File: src/rtl/interval_timer.sv
// interval_timer: parameterised interval timer with a clock prescaler,
// one-shot and periodic modes, pause/resume, synchronous abort, a
// per-expiry tick and elapsed/expiry-count visibility.
module interval_timer #(
  parameter int unsigned WIDTH = 32,
  parameter int unsigned PRE_W = 8,
  parameter int unsigned EXP_W = 16
) (
  input  logic             clk,
  input  logic             n_reset,
  input  logic             start,
  input  logic             stop,
  input  logic             pause,
  input  logic             periodic,
  input  logic [WIDTH-1:0] count,
  input  logic [PRE_W-1:0] prescale,
  output logic             done,
  output logic             tick,
  output logic             busy,
  output logic [WIDTH-1:0] elapsed,
  output logic [EXP_W-1:0] expiries
);

  typedef enum logic [1:0] {
    S_IDLE,
    S_RUNNING,
    S_PAUSED,
    S_EXPIRED
  } state_t;

  state_t           state;
  state_t           state_d;

  logic [WIDTH-1:0] count_q;
  logic [WIDTH-1:0] cycles;
  logic [PRE_W-1:0] pre_q;
  logic [PRE_W-1:0] pre_cnt;
  logic             mode_q;
  logic [EXP_W-1:0] exp_q;
  logic             tick_q;

  logic             advance;
  logic             en;
  logic             expire;

  // Next-state logic plus the per-edge counting strobes.
  // A PAUSED edge with pause released also counts, so the period grows by
  // exactly the number of cycles spent in PAUSED.
  always_comb begin
    state_d = state;
    advance = ((state == S_RUNNING) || (state == S_PAUSED)) && !pause;
    en      = advance && (pre_cnt == pre_q);
    expire  = en && (cycles == count_q);
    case (state)
      S_IDLE: begin
        if (start) state_d = S_RUNNING;
      end
      S_RUNNING: begin
        if (pause)                  state_d = S_PAUSED;
        else if (expire && !mode_q) state_d = S_EXPIRED;
      end
      S_PAUSED: begin
        if (!pause) begin
          if (expire && !mode_q) state_d = S_EXPIRED;
          else                   state_d = S_RUNNING;
        end
      end
      S_EXPIRED: begin
        if (!start) state_d = S_IDLE;
      end
      default: state_d = S_IDLE;
    endcase
    if (stop) state_d = S_IDLE;
  end

  // State register.
  always_ff @(posedge clk) begin
    if (!n_reset) state <= S_IDLE;
    else          state <= state_d;
  end

  // Datapath: configuration latch, prescaler, cycle counter, expiry count, tick.
  always_ff @(posedge clk) begin
    if (!n_reset) begin
      count_q <= '0;
      pre_q   <= '0;
      mode_q  <= 1'b0;
      cycles  <= '0;
      pre_cnt <= '0;
      exp_q   <= '0;
      tick_q  <= 1'b0;
    end else if (stop) begin
      cycles  <= '0;
      pre_cnt <= '0;
      exp_q   <= '0;
      tick_q  <= 1'b0;
    end else begin
      tick_q <= expire;
      if ((state == S_IDLE) && start) begin
        count_q <= count;
        pre_q   <= prescale;
        mode_q  <= periodic;
        cycles  <= '0;
        pre_cnt <= '0;
        exp_q   <= '0;
      end else if (advance) begin
        if (en) begin
          pre_cnt <= '0;
          if (expire) begin
            cycles <= '0;
            if (exp_q != '1) exp_q <= exp_q + EXP_W'(1);
          end else begin
            cycles <= cycles + WIDTH'(1);
          end
        end else begin
          pre_cnt <= pre_cnt + PRE_W'(1);
        end
      end
    end
  end

  assign done     = (state == S_EXPIRED);
  assign busy     = (state == S_RUNNING) || (state == S_PAUSED);
  assign tick     = tick_q;
  assign elapsed  = cycles;
  assign expiries = exp_q;

endmodule

File: config.mk
export PLATFORM = sky130hd
export DESIGN_NAME = interval_timer
export DESIGN_NICKNAME = d
export VERILOG_FILES = /design/src/rtl/interval_timer.sv
export SDC_FILE = /design/constraint.sdc
export NUM_CORES = 1
export LEC_CHECK = 0
export ABC_CLOCK_PERIOD_IN_PS = 2100
export CORE_AREA = 2 2 158 98
export DETAILED_ROUTE_END_ITERATION = 10
export DIE_AREA = 0 0 160 100
export PLACE_DENSITY = 0.71
export SYNTH_ARGS = -nofsm -noshare
export SYNTH_HDL_FRONTEND = slang
export SYNTH_SLANG_ARGS = --single-unit
File: constraint.sdc
create_clock -name clk -period 2.1 [get_ports clk]
set_input_delay 0.42 -clock clk [delete_from_list [all_inputs] [get_ports clk]]
set_output_delay 0.42 -clock clk [all_outputs]
set_load 0.01 [all_outputs]
# ---- Yosys cells after proc, flatten, opt, wreduce, memory -nomap -nowiden
# Cells that the tools add are included.
dict set report totals {
  reg_bits 100
  in_bits 46
  out_inout_bits 51
  elab_cells 47
}
dict set report op_classes {
  add_sub_neg 3
  n_eq_ne 10
  muxes 9
  bitwise 2
  reduce_logical 15
}
# operator n
set ops {}
lappend ops {{32-bit by 1-bit adder with 32-bit output, second input constant} 1}
lappend ops {{32-bit equality test} 1}
lappend ops {{32-bit 2-to-1 mux} 1}
lappend ops {{16-bit by 1-bit adder with 16-bit output, second input constant} 1}
lappend ops {{16-bit != test, second input constant} 1}
lappend ops {{2-bit 2-to-1 mux} 6}
lappend ops {{8-bit by 1-bit adder with 8-bit output, second input constant} 1}
lappend ops {{8-bit equality test} 1}
lappend ops {{8-bit 2-to-1 mux} 1}
lappend ops {{2-bit case mux with 4 select lines} 1}
lappend ops {{4-bit AND reduction} 2}
lappend ops {{2-bit != test, second input constant} 3}
lappend ops {{1-bit logical AND} 5}
lappend ops {{2-bit equality test, second input constant} 2}
lappend ops {{2-bit AND reduction} 2}
lappend ops {{3-bit by 2-bit != test with 1-bit output, second input constant} 1}
lappend ops {{3-bit OR reduction} 1}
lappend ops {{2-bit by 1-bit equality test with 1-bit output, second input constant} 1}
lappend ops {{1-bit zero test} 2}
lappend ops {{2-bit zero test} 1}
lappend ops {{1-bit inverter} 2}
lappend ops {{2-bit OR reduction} 1}
lappend ops {{1-bit logical OR} 1}

# ---- Longest topological paths before layout
dict set report logic_depth {
  ltp_word 9
  mapped_depth 10
  depth_no_buf 8
}

# ---- Worst setup path after synthesis
# No wires, ideal clock.
dict set report synth_path {
  kind {register -> register}
  startpoint {reg state[1]}
  endpoint {reg exp_q[3], in the netlist expiries[3]}
  setup_time_ps 70
  arrival_time_ps 2256
  required_time_ps 2030
  setup_slack_ps -226
  stages_incl_launch_ff 9
  path_buffers 0
  period_less_slack_ps 2326
  cell_sequence {dfxtp_1 -> inv_1 -> ha_1 -> nor2b_1 -> nand4_1 -> nor3_4 -> nand3_4 -> or4_1 -> a21oi_1}
}
dict set report synth_via {
  elab_chain_cells 6
  elab_cells_between_ends 10
  classes_between {2 x eq/ne; 8 x reduce/logical}
}
# element line
set synth_rtl {}
lappend synth_rtl {{start: declaration} 31} ;# state_t state;
lappend synth_rtl {{start signal: assignment} 79} ;# else state <= state_d;
lappend synth_rtl {{2-bit by 1-bit equality test with 1-bit output / 2-bit equality test (equally long branches)} -}
lappend synth_rtl {{1-bit logical OR *} -}
lappend synth_rtl {{via busy} 19} ;# output logic busy,
lappend synth_rtl {{1-bit logical AND *} 51} ;# advance = ((state == S_RUNNING) || (state == S_PAUSED)) && !pause;
lappend synth_rtl {{1-bit logical AND} 52} ;# en = advance && (pre_cnt == pre_q);
lappend synth_rtl {{1-bit logical AND} 53} ;# expire = en && (cycles == count_q);
lappend synth_rtl {{4-bit AND reduction (no source line) *} -}
lappend synth_rtl {{end signal: assignment} 111} ;# if (exp_q != '1) exp_q <= exp_q + EXP_W'(1);
lappend synth_rtl {{end: declaration} 39} ;# logic [EXP_W-1:0] exp_q;
# The timed path passes the listed nets; every way through them passes the cells marked *.
# A chain may end at the register's enable or synchronous reset.

# ---- Worst setup path after layout
dict set report layout_path {
  startpoint {reg state[0]}
  endpoint {reg exp_q[5], in the netlist expiries[5]}
}
dict set report layout_via {
  elab_chain_cells 6
  elab_cells_between_ends 10
  classes_between {2 x eq/ne; 8 x reduce/logical}
}
# element line
set layout_rtl {}
lappend layout_rtl {{2-bit by 1-bit equality test with 1-bit output / 2-bit equality test (equally long branches)} 51}
lappend layout_rtl {{1-bit logical OR} 51}
lappend layout_rtl {{1-bit logical AND} 51}
lappend layout_rtl {{1-bit logical AND} 52}
lappend layout_rtl {{1-bit logical AND} 53}
lappend layout_rtl {{4-bit AND reduction (no source line)} -}
# Several ways; a longest one is shown, not always the timed one.

==> flow_summary_export.csv <==
group,metric,value,unit
die,num_rows,35,
cts,clk_latency,350,ps
placement,pre_cts_slack,-364,ps
routing,drtPass1Iterations,5,
die,dieArea,16000,µm²
worst_setup_path,critPathLaunchType,"register",
run_status,violations,"setup timing",
synth,synth_async_sr_flop_share,0,
synth,synth-seq-cells,100,
worst_setup_path,crit_buf_inv,2,
synth,synth_ff_type,"dfxtp_1",
cts,cts_buffer_depth,2,
routing,drt-total-wl,14600,µm
sta,slew_violations,0,
worst_setup_path,reg2reg_to,"expiries[5]",
synth,ys_warn_count,0,
worst_setup_path,slowest_delay,430,ps
global_route,grt.total_usage,0.181,
sta,setup_viol,5,
synth,seq_area_frac_synth,0.401,
cts,cts.sink_count,100,
worst_setup_path,cp_data_required_time,2370,ps
run,cap_viol_max_count,0,
synth,synth_nets,631,
layout,final_common_cell,"nand2_1",
cts,htree_num_levels,3,
run_status,status,"complete, but fails checks",
die,core_area,14800,µm²
global_route,grt_pass1_vias,4269,
synth,yosysTopAreaCell,"dfxtp_1",
min_path,hold_class,"register to register",
layout,layout.nets,787,
sta,finalHoldViolCount,0,
worst_setup_path,r2r_slack,-50,ps
worst_setup_path,r2r_cells,9,
global_route,grt_pass1_wl,22900,µm
layout,finalCoreUtilization,0.485,
worst_setup_path,crit_path_cell_trace,"inv_2, ha_4, nor2b_4, nand4_1, nor3_4, buf_6, nand3_4, or4_4, a21oi_1",
global_route,grt_max_degree,42,
cts,cts_tree,"done",
routing,routed_via_density,4.86,
cts,clk_pin_slew_worst_paths,70,ps
synth,synth_area_leaders,"dfxtp_1, xnor2_1, nand2_1",
synth,synth_top_cell_area_share,0.401,
worst_setup_path,end_kind,"register",
sta,setup_ws,-46.9,ps
worst_setup_path,cp_max_fo,6,
placement,io_buffers,96,
worst_setup_path,r2r_start,"state[0]",
min_path,hold_start,"pre_q[0]",
sta,hold-worst-slack,478,ps
global_route,overflow,0,
sta,slew_headroom,0.579,
cts,root_buffer,"clkbuf_16",
synth,synth_edf_count,0,
synth,syn_inst,578,
placement,hpwlAfterDp,10500,µm
routing,drt-initial-drc-count,361,
routing,route.vias.total,4577,
sta,finalCritPeriodShare,1.02,
layout,antenna_cells,0,
sta,worst_pin_slew,632,ps
synth,avgSynthCellArea,8.63,µm²
min_path,min_to,"pre_q[0]",
layout,drive_gt1_frac,0.189,
worst_setup_path,path_class,"register to register",
die,die-height,100,µm
synth,yosysUniqueCellTypes,47,
power,irDropWorstVdd,0.455,mV
sta,post-route-min-period,2150,ps
cts,numCtsBuffers,9,
layout,layout_common_cells,"nand2_1, dfxtp_1, clkdlybuf4s50_1",
sta,final.setup.tns,-95.6,ps
power,power.density,578,nW/µm²
min_path,hold_path_depth,2,
routing,drtAntennaViolNets,0,
sta,clock.fmax,0.466,GHz
global_route,antenna_found_initial,0,
layout,fill_cells,1456,
routing,wl_per_cell,15.5,µm
die,dieWidth,160,µm
die,io_pins,97,
synth,synth_area,4990,µm²
worst_setup_path,cp_data_arrival_time,2420,ps
sta,rsz0062_at_grt,"yes",
die,initial_core_util,0.337,
layout,synthToLayoutAreaGrowth,43.9,%
power,leakagePower,2.50,nW
worst_setup_path,cpLargestDelayFamily,"simple AND/OR/NAND/NOR gates",
routing,post-route-drc-count,0,
sta,fin_skew,8.88,ps
placement,gp_congestion,0.875,
worst_setup_path,cpMaxStageDelayCell,"or4_4",
[worst reg2reg max path, cell delays in order (launching register included)]
cell	delay (ps)
dfxtp_2	340
inv_2	50
ha_4	260
nor2b_4	170
nand4_1	170
nor3_4	230
buf_6	150
nand3_4	120
or4_4	430
a21oi_1	160
[layer usage]
metal  up-vias  wire (µm)  GRT usage
li1       2312          -          -
met1      2116       7780      0.287
met2       137       5650      0.244
met3        12       1060     0.0463
met4         0        106     0.0291
met5         -          0          0
[registers in the layout, indices dropped and copies added, names as in the netlist]
| signal | count |
|---|---|
| count_q | 32 |
| elapsed | 32 |
| expiries | 16 |
| mode_q | 1 |
| pre_cnt | 8 |
| pre_q | 8 |
| state | 2 |
| tick | 1 |
[synthesized netlist by cell type (all sizes together) (2+ instances only)]
| cell | count |
|---|---|
| and3 | 13 |
| inv | 6 |
| xor2 | 17 |
| and4 | 10 |
| a221oi | 2 |
| nand3 | 19 |
| o21ai | 4 |
| nor2b | 9 |
| buf | 10 |
| nor4 | 12 |
| clkbuf | 19 |
| nand2b | 5 |
| mux2i | 3 |
| or4 | 8 |
| and2 | 8 |
| a21boi | 41 |
| dfxtp | 100 |
| ha | 7 |
| a21oi | 17 |
| nand4 | 31 |
| xnor2 | 59 |
| nand2 | 113 |
| o31ai | 9 |
| nor2 | 39 |
| or3 | 5 |
| nor3 | 4 |
[cell type report]
cell class / instances / area (µm²) / share of cell area
Multi-Input combinational cell: 445 / 2980 / 0.415
Clock buffer: 10 / 229 / 0.0319
Inverter: 6 / 22.5 / 0.00314
Tap cell: 203 / 254 / 0.0354
Clock inverter: 6 / 71.3 / 0.00994
Timing Repair Buffer: 172 / 1620 / 0.225
Sequential cell: 100 / 2000 / 0.279
[worst max path at each step]
stage	slack, ps	endpoint	depth (start not counted)	start
after CTS	-4	expiries[12]	9	state[0]
after global routing	-180	expiries[5]	9	state[0]
after global placement	-310	expiries[9]	7	pause
after floorplan	-6	expiries[6]	10	state[1]
final	-50	expiries[5]	9	state[0]
after detailed placement	-360	expiries[9]	7	pause
[cells by family after synthesis]
group / count (synthesis) / synth area share
compound gates: 79 / 0.111
xor+xnor: 76 / 0.136
fa+ha+maj: 7 / 0.0176
buf+inv: 35 / 0.0351
flops: 100 / 0.401
mux: 3 / 0.00602
simple gates: 278 / 0.293
[timing repair]
action                     4_1_cts  5_1_grt
gates cloned                     1        2
hold buffers                     0        0
pin swaps                        2        7
setup endpoints to repair       11       45
setup buffers                    1        4
resized for setup                2       23
[through the flow]
step	power, W	instances	area (µm²)
4_1_cts	0.00416	936	7010
5_1_grt	0.00431	942	7180
3_5_place_dp	0.00245	918	6680
2_1_floorplan	0.00223	578	5020
6_report	0.00415	942	7180
3_3_place_gp	0.00244	918	6680
[report_power, final]
part	internal (W)	total (W)	leakage [nW]	switching, W
registers	0.00194	0.00197	0.811	0.0000352
clock network	0.000936	0.00171	0.140	0.000771
logic	0.000241	0.000467	1.55	0.000226
total	0.00311	0.00415	2.50	0.00103
Power figures use the tool's default switching activity.
